[config.mk]
export PLATFORM = sky130hd
export DESIGN_NAME = bru_resolve_unit
export DESIGN_NICKNAME = d
export VERILOG_FILES = /design/src/rtl/bru_resolve_unit_pkg.sv /design/src/rtl/bru_resolve_unit_lane.sv /design/src/rtl/bru_resolve_unit.sv
export SDC_FILE = /design/constraint.sdc
export NUM_CORES = 2
export LEC_CHECK = 0
export CORE_MARGIN = 1
export CORE_UTILIZATION = 30
export CTS_CLUSTER_DIAMETER = 100
export DETAILED_ROUTE_END_ITERATION = 12
export SLEW_MARGIN = 5
export SYNTH_ARGS = -nofsm -noshare
export SYNTH_HDL_FRONTEND = slang
export SYNTH_SLANG_ARGS = --single-unit
[constraint.sdc]
create_clock -name clk -period 8.8 [get_ports clk]
set_clock_uncertainty 0.15 [all_clocks]
set_input_delay 1.76 -clock clk [delete_from_list [all_inputs] [get_ports clk]]
set_output_delay 1.76 -clock clk [all_outputs]
set_load 0.01 [all_outputs]
[src/rtl/bru_resolve_unit_pkg.sv]
// Shared types and constants for the branch resolution unit and its lanes.
package bru_resolve_unit_pkg;

    // Kind of control transfer, as reported to the branch predictor.
    typedef enum logic [2:0] {
        BT_NONE   = 3'd0,
        BT_BRANCH = 3'd1,
        BT_JUMP   = 3'd2,
        BT_CALL   = 3'd3,
        BT_RETURN = 3'd4
    } BranchType_E;

    // Branch-unit opcodes carried by each issued instruction.
    localparam logic [4:0] NONE_BRU   = 5'd0;
    localparam logic [4:0] PC4_BRU    = 5'd1;
    localparam logic [4:0] ERET_BRU   = 5'd2;
    localparam logic [4:0] J_BRU      = 5'd3;
    localparam logic [4:0] JAL_BRU    = 5'd4;
    localparam logic [4:0] JR_BRU     = 5'd5;
    localparam logic [4:0] JALR_BRU   = 5'd6;
    localparam logic [4:0] BEQ_BRU    = 5'd7;
    localparam logic [4:0] BNE_BRU    = 5'd8;
    localparam logic [4:0] BLEZ_BRU   = 5'd9;
    localparam logic [4:0] BGTZ_BRU   = 5'd10;
    localparam logic [4:0] BLTZ_BRU   = 5'd11;
    localparam logic [4:0] BGEZ_BRU   = 5'd12;
    localparam logic [4:0] BLTZAL_BRU = 5'd13;
    localparam logic [4:0] BGEZAL_BRU = 5'd14;

    // Register-write timing tags for the hazard unit.
    localparam logic [1:0] NOT_WRITE = 2'd0;
    localparam logic [1:0] BRU_GEN   = 2'd1;

    // One issued instruction as seen by the branch unit.
    // imm holds the 26-bit jump index; conditional branches use imm[15:0].
    typedef struct packed {
        logic        valid;
        logic [31:0] pc;
        logic [4:0]  op;
        logic        likely;
        logic [4:0]  rs_addr;
        logic [4:0]  rd_addr;
        logic [25:0] imm;
    } instr_info;

    // Link-register write produced by call instructions.
    typedef struct packed {
        logic [1:0]  tnew;
        logic [4:0]  addr;
        logic [31:0] data;
    } wr_reg_info;

    // Resolved-branch record sent to the predictor update port.
    typedef struct packed {
        logic [31:0] pc;
        logic [31:0] target;
        logic        true_branch;
        logic        mispred;
        BranchType_E branch_type;
    } bru_info;

endpackage

[src/rtl/bru_resolve_unit_lane.sv]
// Combinational evaluation of one issue lane: condition, target, next PC,
// link write, branch type and mispredict against the prediction.
module bru_lane
    import bru_resolve_unit_pkg::*;
(
    input  instr_info   instr,
    input  logic [31:0] rs,
    input  logic [31:0] rt,
    input  logic        pred_taken,
    input  logic [31:0] pred_target,
    output logic        is_branch,
    output logic        mispred,
    output logic        likely_nt,
    output logic [31:0] true_pc,
    output bru_info     record,
    output wr_reg_info  wr_reg
);

    logic signed [31:0] rs_s;
    logic [31:0] pc4;
    logic [31:0] pc8;
    logic [31:0] jtarget;
    logic [31:0] btarget;
    logic [31:0] target;
    logic        taken;
    logic        is_jump;
    logic        is_cond;
    logic        is_link;
    logic        is_ret;
    logic [4:0]  link_addr;
    BranchType_E btype;

    assign rs_s    = rs;
    assign pc4     = instr.pc + 32'd4;
    assign pc8     = instr.pc + 32'd8;
    assign jtarget = {instr.pc[31:28], instr.imm, 2'b00};
    assign btarget = pc4 + {{14{instr.imm[15]}}, instr.imm[15:0], 2'b00};

    // Decode the opcode into direction, target and link behaviour.
    always_comb begin
        taken     = 1'b0;
        target    = pc4;
        is_jump   = 1'b0;
        is_cond   = 1'b0;
        is_link   = 1'b0;
        is_ret    = 1'b0;
        link_addr = 5'd31;
        case (instr.op)
            J_BRU:      begin is_jump = 1'b1; taken = 1'b1; target = jtarget; end
            JAL_BRU:    begin is_jump = 1'b1; taken = 1'b1; target = jtarget; is_link = 1'b1; end
            JR_BRU:     begin is_jump = 1'b1; taken = 1'b1; target = rs;
                              is_ret = (instr.rs_addr == 5'd31); end
            JALR_BRU:   begin is_jump = 1'b1; taken = 1'b1; target = rs; is_link = 1'b1;
                              link_addr = instr.rd_addr; end
            BEQ_BRU:    begin is_cond = 1'b1; taken = (rs == rt);        target = btarget; end
            BNE_BRU:    begin is_cond = 1'b1; taken = (rs != rt);        target = btarget; end
            BLEZ_BRU:   begin is_cond = 1'b1; taken = (rs_s <= 32'sd0);  target = btarget; end
            BGTZ_BRU:   begin is_cond = 1'b1; taken = (rs_s > 32'sd0);   target = btarget; end
            BLTZ_BRU:   begin is_cond = 1'b1; taken = (rs_s < 32'sd0);   target = btarget; end
            BGEZ_BRU:   begin is_cond = 1'b1; taken = (rs_s >= 32'sd0);  target = btarget; end
            BLTZAL_BRU: begin is_cond = 1'b1; taken = (rs_s < 32'sd0);   target = btarget;
                              is_link = 1'b1; end
            BGEZAL_BRU: begin is_cond = 1'b1; taken = (rs_s >= 32'sd0);  target = btarget;
                              is_link = 1'b1; end
            default:    begin end
        endcase
    end

    // Resolve the real next PC and classify the transfer.
    always_comb begin
        // A taken branch to its own delay slot continues after the slot.
        if (taken)
            true_pc = (target == pc4) ? pc8 : target;
        else if (is_cond)
            true_pc = pc8;
        else
            true_pc = pc4;

        if (is_link)
            btype = BT_CALL;
        else if (is_ret)
            btype = BT_RETURN;
        else if (is_jump)
            btype = BT_JUMP;
        else if (is_cond)
            btype = BT_BRANCH;
        else
            btype = BT_NONE;
    end

    assign is_branch = instr.valid && (is_jump || is_cond);
    assign mispred   = is_branch &&
                       ((taken != pred_taken) || (taken && (true_pc != pred_target)));
    assign likely_nt = instr.valid && instr.likely && is_cond && !taken;

    assign record.pc          = instr.pc;
    assign record.target      = target;
    assign record.true_branch = taken;
    assign record.mispred     = mispred;
    assign record.branch_type = btype;

    // Link writes return to the instruction after the delay slot.
    assign wr_reg.tnew = (instr.valid && is_link) ? BRU_GEN : NOT_WRITE;
    assign wr_reg.addr = (instr.valid && is_link) ? link_addr : 5'd0;
    assign wr_reg.data = (instr.valid && is_link) ? pc8 : 32'd0;

endmodule

[src/rtl/bru_resolve_unit.sv]
// Multi-lane branch resolution stage: oldest-mispredict redirect, squash
// beyond the delay slot, multi-write update FIFO and performance counters.
module bru_resolve_unit
    import bru_resolve_unit_pkg::*;
#(
    parameter int NUM_CH = 2,
    parameter int DEPTH  = 8
) (
    input  logic                     clk,
    input  logic                     rst,
    input  instr_info [NUM_CH-1:0]   in_instr,
    input  logic [NUM_CH-1:0][31:0]  in_rs,
    input  logic [NUM_CH-1:0][31:0]  in_rt,
    input  logic [NUM_CH-1:0]        pred_taken,
    input  logic [NUM_CH-1:0][31:0]  pred_target,
    input  logic                     stall,
    input  logic                     flush,
    output logic                     in_ready,
    output wr_reg_info [NUM_CH-1:0]  wr_reg,
    output logic                     redirect_valid,
    output logic [31:0]              redirect_pc,
    output logic                     likely_flush,
    output logic                     upd_valid,
    output bru_info                  upd_data,
    input  logic                     upd_ready,
    output logic [31:0]              branch_cnt,
    output logic [31:0]              mispred_cnt
);

    localparam int PTR_W = (DEPTH > 1) ? $clog2(DEPTH) : 1;
    localparam int CNT_W = PTR_W + 1;

    logic [NUM_CH-1:0] lane_br;
    logic [NUM_CH-1:0] lane_mis;
    logic [NUM_CH-1:0] lane_lnt;
    logic [NUM_CH-1:0] lane_valid;
    logic [31:0]       lane_tpc [NUM_CH];
    bru_info           lane_rec [NUM_CH];

    logic [NUM_CH-1:0] live;
    logic [NUM_CH-1:0] live_br;
    logic              has_win;
    logic [31:0]       win_pc;
    logic              likely_hit;
    logic              acc;
    logic              deq;

    logic [PTR_W-1:0]  wr_addr [NUM_CH];
    logic [CNT_W-1:0]  n_enq;

    bru_info           mem [DEPTH];
    logic [PTR_W-1:0]  wr_ptr_p1;
    logic [PTR_W-1:0]  rd_ptr_p1;
    logic [CNT_W-1:0]  count_p1;

    for (genvar g = 0; g < NUM_CH; g++) begin : g_lane
        bru_lane u_lane (
            .instr       (in_instr[g]),
            .rs          (in_rs[g]),
            .rt          (in_rt[g]),
            .pred_taken  (pred_taken[g]),
            .pred_target (pred_target[g]),
            .is_branch   (lane_br[g]),
            .mispred     (lane_mis[g]),
            .likely_nt   (lane_lnt[g]),
            .true_pc     (lane_tpc[g]),
            .record      (lane_rec[g]),
            .wr_reg      (wr_reg[g])
        );
        assign lane_valid[g] = in_instr[g].valid;
    end

    assign in_ready = ((CNT_W'(DEPTH) - count_p1) >= CNT_W'(NUM_CH));
    assign acc      = (|lane_valid) && in_ready && !stall && !flush;
    assign upd_valid = (count_p1 != '0);
    assign upd_data  = mem[rd_ptr_p1];
    assign deq       = upd_valid && upd_ready;

    // Pick the oldest mispredicting lane; keep it and its delay slot live.
    always_comb begin
        logic ds_done;
        ds_done = 1'b0;
        has_win = 1'b0;
        win_pc  = 32'd0;
        live    = '0;
        for (int i = 0; i < NUM_CH; i++) begin
            live[i] = !ds_done;
            if (has_win)
                ds_done = 1'b1;
            if (!has_win && lane_mis[i]) begin
                has_win = 1'b1;
                win_pc  = lane_tpc[i];
            end
        end
    end

    assign live_br    = live & lane_br;
    assign likely_hit = |(live & lane_lnt);

    // Pack live branch records into consecutive FIFO slots in lane order.
    always_comb begin
        n_enq = '0;
        for (int i = 0; i < NUM_CH; i++) begin
            wr_addr[i] = wr_ptr_p1 + n_enq[PTR_W-1:0];
            if (live_br[i])
                n_enq = n_enq + CNT_W'(1);
        end
    end

    // ---- stage p1: FIFO storage ----
    // Write record payloads; storage needs no reset since count gates reads.
    always_ff @(posedge clk) begin
        if (acc) begin
            for (int i = 0; i < NUM_CH; i++) begin
                if (live_br[i])
                    mem[wr_addr[i]] <= lane_rec[i];
            end
        end
    end

    // Advance FIFO pointers and occupancy for enqueue and dequeue.
    always_ff @(posedge clk) begin
        if (rst) begin
            wr_ptr_p1 <= '0;
            rd_ptr_p1 <= '0;
            count_p1  <= '0;
        end else begin
            if (acc)
                wr_ptr_p1 <= wr_ptr_p1 + n_enq[PTR_W-1:0];
            if (deq)
                rd_ptr_p1 <= rd_ptr_p1 + PTR_W'(1);
            count_p1 <= count_p1 + (acc ? n_enq : CNT_W'(0)) - (deq ? CNT_W'(1) : CNT_W'(0));
        end
    end

    // Launch the one-cycle redirect and likely-nullify pulses.
    always_ff @(posedge clk) begin
        if (rst) begin
            redirect_valid <= 1'b0;
            redirect_pc    <= 32'd0;
            likely_flush   <= 1'b0;
        end else begin
            redirect_valid <= acc && has_win;
            redirect_pc    <= (acc && has_win) ? win_pc : 32'd0;
            likely_flush   <= acc && likely_hit;
        end
    end

    // Count resolved branches and mispredicted groups.
    always_ff @(posedge clk) begin
        if (rst) begin
            branch_cnt  <= 32'd0;
            mispred_cnt <= 32'd0;
        end else if (acc) begin
            branch_cnt  <= branch_cnt + 32'(n_enq);
            mispred_cnt <= mispred_cnt + (has_win ? 32'd1 : 32'd0);
        end
    end

endmodule

## Word level (Yosys, flattened, before mapping)

Memory sizes are Yosys's and may differ from the RTL's. A register that Yosys moved wholly into a read port is not among the register bits.
Index checks and enable logic that the tools add are counted.

- Memory bits (writable): 552
- Output and inout bits: 247
- Logic and storage cells: 169
- Memories kept: 1
- Input bits: 349
- Bits in registers: 108

- Add/subtract/negate cells: 15
- Reduce and logical (&&, ||, !) cells: 48
- Equality and inequality tests: 36
- Bitwise operators: 1
- Muxes and demuxes: 51
- Magnitude comparators: 9

Memory list:

| name | words | bits a word | read ports | clocked after memory_dff | write ports | line | source |
|---|---|---|---|---|---|---|---|
| mem | 8 | 69 | 1 | 1 | 2 | bru_resolve_unit.sv:51 | `bru_info mem [DEPTH];` |

Operator list:

| operator | number |
|---|---|
| $mux 32 | 10 |
| $pmux 32 s3 | 2 |
| $eq 32x32->1 | 4 |
| $ne 32x32->1 | 4 |
| $eq 5x4->1 const B | 14 |
| $add 32x3->32 const B | 2 |
| $add 32x32->32 | 2 |
| $add 32x4->32 const B | 2 |
| $ge 32x1->1 const B | 2 |
| $gt 32x1->1 const B | 2 |
| $le 32x1->1 const B | 2 |
| $lt 32x1->1 const B | 2 |
| $eq 5x3->1 const B | 8 |
| $add 32x1->32 | 1 |
| $add 32x4->32 | 1 |
| $mux 3 | 8 |
| $mux 1 | 23 |
| $reduce_or 2->1 | 11 |
| $logic_and 1x1->1 | 21 |
| $mux 5 | 4 |
| $reduce_or 4->1 | 4 |
| $reduce_or 8->1 | 2 |
| $pmux 1 s7 | 2 |
| $eq 5x2->1 const B | 2 |
| 14 further kinds | 25 |

## Longest topological paths before layout

- Depth in word-level cells: 17
- Mapped depth: 37
- Mapped depth without buffers: 31

## By module

A second synthesis with hierarchy kept.

- Cell total of the unflattened synthesis: 4294
- Area, all modules: 46912.5 sq um

By module, submodules not included:

| module | cells an instance | area an instance (sq um) | seq. area each (sq um) | instances |
|---|---|---|---|---|
| bru_resolve_unit | 2018 | 32383.6 | 18798.0 | 1 |
| bru_lane at g_lane[1].u_lane | 1202 | 7664.9 | 0.0 | 1 |
| bru_lane at g_lane[0].u_lane | 1074 | 6864.1 | 0.0 | 1 |

## Least setup slack after synthesis

No wires, ideal clock.

- Kind: in2reg
- From: input in_instr[130] in the netlist's numbering
- To: register mispred_cnt[26]
- Data required time: 8.522 ns
- Setup time: 0.128 ns
- Arrival: 9.117 ns
- Setup slack: -0.594 ns
- Buffers on the path: 5
- Stages on the path: 32
- Cells stage by stage: clkbuf_1 -> nand4_1 -> nor4_1 -> xnor2_1 -> ha_1 -> clkbuf_1 -> nand4_1 -> a211oi_1 -> nor2_1 -> xnor2_1 -> a221oi_2 -> xnor2_1 -> or4_1 -> or4_1 -> nor2_1 -> buf_2 -> mux2i_1 -> o32ai_1 -> or4_1 -> nor4_1 -> nand4_1 -> o21ai_1 -> buf_2 -> nand2_1 -> ha_1 -> ha_1 -> and3_1 -> clkbuf_1 -> nand4_1 -> nor2_1 -> xnor2_1 -> nor2_1

- Word-level cells in the longest chain between the ends: 14
- Elaborated cells on any way between the ends: 16
- Those cells by class: add/sub (4); eq/ne (2); mux (6); reduce/logical (4)

RTL lines:

| item | line | source |
|---|---|---|
| from (decl) | bru_resolve_unit.sv:11 | `input instr_info [NUM_CH-1:0] in_instr,` |
| $add 32x3->32 | bru_resolve_unit_lane.sv:34 | `assign pc4 = instr.pc + 32'd4;` |
| $add 32x32->32 | bru_resolve_unit_lane.sv:37 | `assign btarget = pc4 + {{14{instr.imm[15]}}, instr.imm[15:0], 2'b00};` |
| $pmux 32 s3 | bru_resolve_unit_lane.sv:48 | `case (instr.op)` |
| $eq 32x32->1 | bru_resolve_unit_lane.sv:73 | `true_pc = (target == pc4) ? pc8 : target;` |
| $mux 32 | bru_resolve_unit_lane.sv:73 |  |
| $mux 32 * | bru_resolve_unit_lane.sv:72 | `if (taken)` |
| $ne 32x32->1 * | bru_resolve_unit_lane.sv:93 | `((taken != pred_taken) \|\| (taken && (true_pc != pred_target)));` |
| $logic_and 1x1->1 * | bru_resolve_unit_lane.sv:93 |  |
| $logic_or 1x1->1 * | bru_resolve_unit_lane.sv:93 |  |
| $logic_and 1x1->1 * | bru_resolve_unit_lane.sv:92 | `assign mispred = is_branch &&` |
| $logic_and 1x1->1 * | bru_resolve_unit.sv:90 | `if (!has_win && lane_mis[i]) begin` |
| $mux 1 * | bru_resolve_unit.sv:90 |  |
| $mux 1 * | bru_resolve_unit.sv:156 | `mispred_cnt <= mispred_cnt + (has_win ? 32'd1 : 32'd0);` |
| $add 32x1->32 * | bru_resolve_unit.sv:156 |  |
| to (signal assigned) | bru_resolve_unit.sv:156 |  |
| to (decl) | bru_resolve_unit.sv:27 | `output logic [31:0] mispred_cnt` |

Every way passes the cells marked *; elsewhere a longest branch is shown, timed or not.
A chain may end at the register's enable or synchronous reset.

## Worst setup path in the final report

- From: input in_instr[122] in the netlist's numbering
- To: register mispred_cnt[26]

The elaborated chain is that of the path after synthesis.

==> flow_metrics.env <==
export IMPL_start_kind="input port"
export IMPL_p_sw_mw=3.62
export IMPL_final_max_slew_viol_count=0
export IMPL_grt_pass1_wl_um=345000
export IMPL_numPlacedInstances=8217
export IMPL_grt_overflow_total=0
export IMPL_first_global_vias=44400
export IMPL_pwr_share_comb_pct=36.7
export IMPL_setup_worst_path_end_class="flip-flop"
export IMPL_finalPower_mw=10.7
export IMPL_drtPass1Iterations=9
export IMPL_timing_final_hold_violations=0
export IMPL_hpwl_um=195000
export IMPL_grt_start_max_net_pins=85
export IMPL_outcome="finished, final reports clean"
export IMPL_maxCapViolCount=0
export IMPL_io_pins=596
export IMPL_postRouteWirelength_um=252000
export IMPL_route_antenna_remaining_nets=0
export IMPL_cts_buffer_depth=3
export IMPL_synth_area_um2=45800
export IMPL_postSynth_asyncResetShare_pct=0
export IMPL_ys_dominant_reg_cell="edfxtp_1"
export IMPL_wl_per_cell_um=29.9
export IMPL_area_growth_syn_to_layout_pct=43.5
export IMPL_yosys_cell_types_count=99
export IMPL_detailed_place_area_um2=61100
export IMPL_p_leak_nw=25.1
export IMPL_cell_mode_on_critical_path="buf_4"
export IMPL_detail_route_drc_violations=0
export IMPL_timing_critical_path_slowest_stage_cell="or4_4"
export IMPL_synth_most_common_cell="nand2_1"
export IMPL_synth_edf_count=552
export IMPL_detail_route_iter0_violations=5798
export IMPL_tritoncts="built"
export IMPL_start_util_pct=30.4
export IMPL_timing_critical_path_fanout_max=6
export IMPL_seq_total_area_yosys_pct=41.1
export IMPL_viasPerCell=5.63
export IMPL_synthCells=4999
export IMPL_slew_headroom_pct=18.2
export IMPL_setup_viol=0
export IMPL_power_share_sequential_pct=33.6
export IMPL_clkLatencyLatePin_ns=0.71
export IMPL_place_congestion=1.06
export IMPL_synth_cells_most_frequent="nand2_1 (966), edfxtp_1 (552), nor2_1 (498)"
export IMPL_fin_cells=8422
export IMPL_worstSetupPathType="input port to flip-flop"
export IMPL_avgSynthCellArea_um2=9.16
export IMPL_worst_hold_path_type="flip-flop to flip-flop"
export IMPL_crit_arrival_ns=9.08
export IMPL_leading_cell_types_by_total_area_after_synthesis="edfxtp_1 (36%), nand2_1 (7.9%), mux4_2 (6.8%)"
export IMPL_cts_clk_slew_worst_paths_ns=0.06
export IMPL_power_per_cell_area_nw_per_um2=163
export IMPL_power_switching_fraction_pct=33.8
export IMPL_cts_htree_levels=3
export IMPL_clock_sinks=663
export IMPL_std_cell_rows=142
export IMPL_final_setup_worst_slack_ns=0.137
export IMPL_synthDominantCellAreaShare_pct=36.2
export IMPL_timing_final_crit_period_ns=8.66
export IMPL_vdd_drop_max_uv=164
export IMPL_synth_warning_count=0
export IMPL_layout_nets=6793
export IMPL_route_vias_total=47400
export IMPL_pre_cts_ws_ns=-1.91
export IMPL_max_slew_worst_pin_slew_ns=1.23
export IMPL_grt_antenna_before_repair=21
export IMPL_timing_fmax_ghz=0.115
export IMPL_postLayoutCellArea_um2=65700
export IMPL_fp_dieW_um=393
export IMPL_floorplan_core_area_um2=151000
export IMPL_tritoncts_num_buffers=77
export IMPL_design_die_area_um2=154000
export IMPL_crit_required_ns=9.22
export IMPL_ctsRootBufferMaster="clkbuf_16"
export IMPL_port_buffer_count=593
export IMPL_layout_drive_gt1_share_pct=26.3
export IMPL_clock_power_share_pct=29.7
export IMPL_yosys_top_cell_by_area="edfxtp_1"
export IMPL_synth_seq_cells=663
export IMPL_die_y_um=393
export IMPL_critical_path_max_stage_delay_ns=0.63
export IMPL_cell_internal_pwr_mw=7.08
export IMPL_grt_util_all_layers_pct=31.8
export IMPL_fin_crit_share_pct=98.4
registers in the layout, summed over array words and instances, names as in the netlist, named ones only:
signal and flops:
branch_cnt 32, count_p1 4, likely_flush 1, mem 552, mispred_cnt 32, rd_ptr_p1 3
redirect_pc 32, redirect_valid 1, wr_ptr_p1 3
critical path, delay by kind of cell:
kind                     cells  cell delay (ns)
buffers and inverters        6             1.19
AO/OA/AOI/OAI                4             1.30
multiplexers                 1             0.33
adder cells (fa/ha/maj)      3             0.69
XOR/XNOR                     2             0.35
AND/OR/NAND/NOR             17             3.43
path summary, 6_finish.rpt:
kind                  startpoint         endpoint  slack (ns)  cells past startpoint
setup / recovery   in_instr[122]  mispred_cnt[26]        0.14                     33
hold / removal    branch_cnt[30]   branch_cnt[30]        0.37                      2
setup reg to reg     count_p1[0]       mem[3][38]        4.47                     12
hold reg to reg   branch_cnt[30]   branch_cnt[30]        0.37                      2
per-stage QoR:
step,setup TNS [ns],util (%),hold slack [ns]
3_3_place_gp,-109.25,40.5,0.341
2_1_floorplan,0,-,0.335
5_1_grt,-0.339,43.6,0.396
4_1_cts,0,42.8,0.362
3_5_place_dp,-108.12,40.5,0.351
6_report,0,43.6,0.366
area by class of cell:
class	count	area, um2
Antenna cell	5	12.5
Clock buffer	102	2020
Clock inverter	40	429
Fill cell	14800	85000
Inverter	103	387
Multi-Input combinational cell	3835	27000
Sequential cell	663	18800
Tap cell	2016	2520
Timing Repair Buffer	1658	14500
cells by family (layout without fill, tap and decap cells):
logic type | Yosys count | count (layout) | share of synthesized area (%)
simple gates | 2013 | 2013 | 19.4
mux | 345 | 345 | 11.5
fa+ha+maj | 108 | 108 | 3.02
xor+xnor | 316 | 316 | 6.05
flops | 663 | 663 | 41.1
compound gates | 1051 | 1051 | 14.6
other cells | 1 | 7 | 0.00819
buf+inv | 502 | 1903 | 4.23
what timing repair did:
action | CTS | global route
cloned | 1 | 1
pin swaps | 55 | 96
resized for setup | 154 | 206
setup buffers | 30 | 26
hold buffers | 0 | 0
setup endpoints to repair | 73 | 73
routing by layer:
| layer | GRT usage, % | vias up | part of all wire (%) |
|---|---|---|---|
| li1 | - | 20900 | - |
| met1 | 42.1 | 23100 | 40 |
| met2 | 48.6 | 2892 | 44 |
| met3 | 6.68 | 514 | 10 |
| met4 | 16.3 | 24 | 6.1 |
| met5 | 0 | - | 0.063 |
power groups by stage:
stage               clock network [mW]  logic (mW)  registers (mW)
finish                            3.18        3.93            3.59
global route                      3.32        4.11            3.60
CTS                               3.20        3.82            3.59
detailed placement                   0        3.75            3.66
global placement                     0        3.74            3.66
floorplan                            0        1.88            3.57
cell usage in the layout, fill, tap and decap left out, drive strengths merged, types with 104 or more instances in the layout:
| cell type | synthesis | routed |
|---|---|---|
| clkdlybuf4s50 | 0 | 559 |
| a21oi | 328 | 328 |
| buf | 94 | 1064 |
| o21ai | 291 | 291 |
| inv | 101 | 107 |
| xnor2 | 171 | 171 |
| xor2 | 145 | 145 |
| edfxtp | 552 | 552 |
| nand3 | 113 | 113 |
| clkbuf | 305 | 104 |
| dfxtp | 111 | 111 |
| mux2i | 132 | 132 |
| nor2 | 498 | 498 |
| mux4 | 138 | 138 |
| nand2 | 967 | 967 |
(Power assumes the default switching activity.)
